<file path="config.mk">
export PLATFORM = sky130hd
export DESIGN_NAME = ahb_mtx_dec_param
export DESIGN_NICKNAME = d
export VERILOG_FILES = /design/src/rtl/ahb_mtx_dec_param.sv
export SDC_FILE = /design/constraint.sdc
export NUM_CORES = 1
export LEC_CHECK = 0
export CAP_MARGIN = 10
export CORE_AREA = 2 2 156 158
export CTS_CLUSTER_SIZE = 24
export DETAILED_ROUTE_END_ITERATION = 8
export DIE_AREA = 0 0 158 160
export PLACE_DENSITY = 0.54
export SKIP_CTS_REPAIR_TIMING = 1
export SYNTH_ARGS = -nofsm -noshare
export SYNTH_HDL_FRONTEND = slang
export SYNTH_SLANG_ARGS = --single-unit
</file>
<file path="constraint.sdc">
create_clock -name HCLK -period 4.45 [get_ports HCLK]
set_input_delay 0.445 -clock HCLK [delete_from_list [all_inputs] [get_ports HCLK]]
set_output_delay 0.445 -clock HCLK [all_outputs]
set_load 0.02 [all_outputs]
</file>
<file path="src/rtl/ahb_mtx_dec_param.sv">
// AHB matrix input-stage decoder: address-to-port decode, data-phase response mux,
// built-in default slave with two-cycle ERROR response and unmapped-access capture.
module ahb_mtx_dec_param #(
   parameter int unsigned NUM_PORTS = 4,
   parameter logic [22*NUM_PORTS-1:0] REGION_LO = {22'h1000c0, 22'h180100, 22'h100000, 22'h080000},
   parameter logic [22*NUM_PORTS-1:0] REGION_HI = {22'h1400bf, 22'h18027f, 22'h10003f, 22'h08003f},
   parameter int unsigned CNT_W = 8
) (
   input  logic                      HCLK,
   input  logic                      HRESET,
   input  logic                      HREADYS,
   input  logic                      sel_dec,
   input  logic [21:0]               decode_addr_dec,
   input  logic [1:0]                trans_dec,
   input  logic [NUM_PORTS-1:0]      active_dec_in,
   input  logic [NUM_PORTS-1:0]      readyout_dec,
   input  logic [2*NUM_PORTS-1:0]    resp_dec,
   input  logic [32*NUM_PORTS-1:0]   rdata_dec,
   input  logic [32*NUM_PORTS-1:0]   ruser_dec,
   input  logic                      err_clr,
   output logic [NUM_PORTS-1:0]      sel_dec_out,
   output logic                      active_dec,
   output logic                      HREADYOUTS,
   output logic [1:0]                HRESPS,
   output logic [31:0]               HRDATAS,
   output logic [31:0]               HRUSERS,
   output logic [21:0]               err_addr,
   output logic [CNT_W-1:0]          err_cnt
);

   localparam int unsigned PW = $clog2(NUM_PORTS + 1);
   localparam logic [PW-1:0] DS_IDX = PW'(NUM_PORTS);

   generate
      if (NUM_PORTS < 1 || NUM_PORTS > 8) begin : g_bad_num_ports
         $error("ahb_mtx_dec_param: NUM_PORTS must be in 1..8");
      end
   endgenerate

   typedef enum logic [1:0] {
      DS_OKAY = 2'd0,
      DS_ERR1 = 2'd1,
      DS_ERR2 = 2'd2
   } ds_state_t;

   logic [PW-1:0] addr_port;
   logic [PW-1:0] dp_port;
   logic          hit;
   logic          ds_event;
   ds_state_t     ds_state;
   logic          ds_ready;
   logic [1:0]    ds_resp;

   // Lowest-index window match; IDLE keeps the current data-phase slave selected.
   always_comb begin
      addr_port = DS_IDX;
      hit       = 1'b0;
      for (int k = 0; k < NUM_PORTS; k++) begin
         if (!hit && (REGION_LO[22*k +: 22] <= decode_addr_dec) &&
             (decode_addr_dec <= REGION_HI[22*k +: 22])) begin
            addr_port = PW'(k);
            hit       = 1'b1;
         end
      end
      if ((trans_dec == 2'b00) && (dp_port != DS_IDX)) begin
         addr_port = dp_port;
      end
   end

   always_comb begin
      sel_dec_out = '0;
      active_dec  = 1'b1;
      for (int k = 0; k < NUM_PORTS; k++) begin
         if (addr_port == PW'(k)) begin
            sel_dec_out[k] = sel_dec;
            active_dec     = active_dec_in[k];
         end
      end
   end

   assign ds_event = (addr_port == DS_IDX) & sel_dec & HREADYS & trans_dec[1];

   always_ff @(posedge HCLK) begin
      if (HRESET) begin
         dp_port <= DS_IDX;
      end else if (HREADYS) begin
         dp_port <= addr_port;
      end
   end

   // Data-phase response mux; default slave drives zero data.
   always_comb begin
      HREADYOUTS = ds_ready;
      HRESPS     = ds_resp;
      HRDATAS    = '0;
      HRUSERS    = '0;
      for (int k = 0; k < NUM_PORTS; k++) begin
         if (dp_port == PW'(k)) begin
            HREADYOUTS = readyout_dec[k];
            HRESPS     = resp_dec[2*k +: 2];
            HRDATAS    = rdata_dec[32*k +: 32];
            HRUSERS    = ruser_dec[32*k +: 32];
         end
      end
   end

   // Default slave: ERROR is a wait cycle followed by a ready cycle.
   always_ff @(posedge HCLK) begin
      if (HRESET) begin
         ds_state <= DS_OKAY;
         ds_ready <= 1'b1;
         ds_resp  <= 2'b00;
      end else begin
         case (ds_state)
            DS_OKAY: begin
               if (ds_event) begin
                  ds_state <= DS_ERR1;
                  ds_ready <= 1'b0;
                  ds_resp  <= 2'b01;
               end
            end
            DS_ERR1: begin
               ds_state <= DS_ERR2;
               ds_ready <= 1'b1;
               ds_resp  <= 2'b01;
            end
            DS_ERR2: begin
               if (ds_event) begin
                  ds_state <= DS_ERR1;
                  ds_ready <= 1'b0;
                  ds_resp  <= 2'b01;
               end else begin
                  ds_state <= DS_OKAY;
                  ds_ready <= 1'b1;
                  ds_resp  <= 2'b00;
               end
            end
            default: begin
               ds_state <= DS_OKAY;
               ds_ready <= 1'b1;
               ds_resp  <= 2'b00;
            end
         endcase
      end
   end

   // Unmapped-access capture; a coincident event wins over the clear.
   always_ff @(posedge HCLK) begin
      if (HRESET) begin
         err_cnt  <= '0;
         err_addr <= '0;
      end else if (err_clr) begin
         err_cnt  <= ds_event ? CNT_W'(1) : '0;
         err_addr <= ds_event ? decode_addr_dec : '0;
      end else if (ds_event) begin
         err_addr <= decode_addr_dec;
         if (err_cnt != '1) begin
            err_cnt <= err_cnt + CNT_W'(1);
         end
      end
   end

endmodule

</file>
==> results.json, run 1 <==
{
  "outcome": "finished clean",
  "slowest_delay_ns": 0.69,
  "synth_nets": 703,
  "grt_pass1_wl_mm": 33.3,
  "syn_area_um2": 4010,
  "vias": 4921,
  "syn_inst": 401,
  "critPathRequiredTime_ns": 4.01,
  "yosysWarnings": 0,
  "crit_path_start": "decode_addr_dec[9]",
  "path_clk_slew_ns": 0.06,
  "drtIter0Drc": 199,
  "final_cell_mix": "clkdlybuf4s50_1 (402), nor2b_1 (69), mux4_2 (65), dfxtp_1 (34), nand2_1 (32)",
  "cts.path.max_buffers": 2,
  "setup.worst_path.end_class": "output pin",
  "setup_ws_ns": 0.373,
  "relSlewSlack_pct": 42.3,
  "drv_cap": 0,
  "slowest_stage": "clkdlybuf4s50_1",
  "fill_cells": 2467,
  "port_buffers": 402,
  "wl_per_cell_um": 21.7,
  "grt_use_total_pct": 17.9,
  "nNetsFinal": 1080,
  "p_leak_nw": 2.79,
  "core_um2": 23800,
  "hold_start": "err_addr[1]",
  "powerDensity_nw_per_um2": 171,
  "ys_seq_area_share_pct": 18.5,
  "skew_ns": 0.00550,
  "rsz0062_at_grt": "no",
  "synthArstFlopShare_pct": 0,
  "rows": 57,
  "drv_slew": 0,
  "path_class": "in -> out",
  "antenna_found_initial": 14,
  "syn_to_final_growth_pct": 113,
  "clockRootBuffer": "clkbuf_16",
  "gr-total-overflow": 0,
  "dp_hpwl_mm": 20.3,
  "crit_family": "buffers and inverters",
  "synth_cell_types": 55,
  "layout_commonest_cell": "clkdlybuf4s50_1",
  "final_cells": 1109,
  "setup_viol": 0,
  "r2r-start": "dp_port[2]",
  "grt_pass1_vias": 4891,
  "synth.avg_cell_area_um2": 9.99,
  "fin_tns_setup_ns": 0,
  "crit_buf_inv": 2,
  "start_kind": "input pin",
  "period_share_pct": 91.6,
  "synth_edf_count": 0,
  "synth_seq_cells": 37,
  "clock-sinks": 37,
  "path_max_fanout": 6,
  "fmax_mhz": 245,
  "globalplace.congestion": 0.812,
  "clk_latency_ns": 0.28,
  "first_pass_iters": 4,
  "arrival_ns": 3.63,
  "numCtsBuffers": 5,
  "drc": 0,
  "post-route-util_pct": 35.8,
  "viasPerCell": 4.44,
  "io_pins": 403,
  "drt_wl_total_mm": 24.1,
  "dp_slack_ns": 0.360,
  "fp.dieW_um": 158,
  "cp_common_cell": "clkdlybuf4s50_1",
  "die_area_um2": 25300,
  "place_inst": 1095,
  "initial_core_util_pct": 16.8,
  "grt_max_degree": 73,
  "synth_ff_type": "dfxtp_1",
  "max-vdd-ir-drop_mv": 0.111,
  "hold_violations": 0,
  "hp-class": "reg -> reg",
  "drtAntennaViolNets": 0,
  "period_minus_slack_ns": 4.08,
  "fp.dieH_um": 160,
  "path_cells": "clkdlybuf4s50_1 > or4b_1 > or4_4 > o2bb2ai_4 > a211oi_2 > a21oi_1 > nor2_1 > a2bb2oi_1 > clkdlybuf4s50_1",
  "cts-htree-levels": 2,
  "cts_tree": "built",
  "tightestPinTransition_ns": 0.866,
  "drive_gt1_share_pct": 12.2
}
-- layout make-up --
class	count	area, µm²	share of cell area (%)
Clock buffer	8	168	1.97
Timing Repair Buffer	410	4100	48.1
Multi-Input combinational cell	320	3070	36.1
Tap cell	324	405	4.76
Sequential cell	37	749	8.79
Inverter	4	15.0	0.176
Antenna cell	6	15.0	0.176
-- path summary, 6_finish.rpt --
check	to	slack, ns	cells past startpoint
hold / removal	err_addr[1]	0.45	2
setup reg to reg	err_cnt[0]	1.64	7
hold reg to reg	err_addr[1]	0.45	2
setup / recovery	active_dec	0.37	9
-- synth_stat cells, types with 2 or more instances --
library cell  count  area [µm²]
nor2b_1          69         432
mux4_2           65        1460
dfxtp_1          37         741
nand2_1          32         120
clkbuf_1         23        86.3
o21ai_1          22         110
nand4b_1         21         184
nor2_1           19        71.3
o21ai_0          10        50.1
buf_1             9        33.8
and3_1            7        43.8
nor3_1            6        30.0
a21oi_1           5        25.0
buf_2             5        25.0
mux2i_1           5        50.1
a31oi_1           4        25.0
inv_1             4        15.0
nand3_1           4        20.0
nand4_1           4        25.0
nor4_1            4        25.0
a211oi_1          3        22.5
buf_6             3        33.8
o31ai_1           3        22.5
a311oi_1          2        17.5
a41o_1            2        20.0
nand2b_1          2        12.5
nor3b_1           2        15.0
or3_1             2        12.5
-- flip-flops by register name, indices dropped and copies added, names as in the netlist --
register  cells
ds_state      2
dp_port       3
err_cnt       8
ds_ready      1
ds_resp       1
err_addr     22
-- metal layers --
metal / global-route usage, % / wire [µm] / up-vias
li1: - / - / 2324
met1: 22.0 / 9600 / 2328
met2: 29.5 / 11200 / 220
met3: 8.49 / 2930 / 31
met4: 1.68 / 223 / 18
met5: 0 / 105 / -
-- worst reg2reg max path: cells and delay by family, from the launching register on --
kind                   cells  cell delay (ns)
AO/OA/AOI/OAI              4             1.11
AND/OR/NAND/NOR            2             0.74
flip-flops                 1             0.57
buffers and inverters      1             0.31
-- stage by stage --
step	hold slack, ns	power, mW	area (µm²)
finish	0.451	1.46	8520
global route	0.469	1.53	8510
CTS	0.452	1.48	8510
detailed placement	0.441	1.08	8340
global placement	0.437	1.07	8340
floorplan	0.423	0.660	4010
-- cell families after synthesis --
kind of cell,count (synthesis),share of synthesized area [%]
AOI/OAI and AO/OA,66,11.4
xor gates and xnor gates,1,0.219
adders and majority gates,1,0.312
buffers and inverters,44,4.84
DFF,37,18.5
muxes,71,38.2
and+or+nand+nor,181,26.6
-- report_power, final --
part | switching [mW] | leakage, nW | internal (mW)
combinational | 0.258 | 2.41 | 0.455
clock | 0.137 | 0.0823 | 0.257
sequential | 0.0110 | 0.301 | 0.338
total | 0.406 | 2.79 | 1.05
(Power assumes the default switching activity.)
==> run 2, diff against run 1 <==
CTS_CLUSTER_SIZE = not set   (was 24)
==> results of run 2 <==
Same layout as run 1: the final DEF is identical, and so are final timing and power.
==> run 3, diff against run 2 <==
ABC_CLOCK_PERIOD_IN_PS = 4450   (was not set)
==> results of run 3 <==
Same layout as run 1: the final DEF is identical, and so are final timing and power.
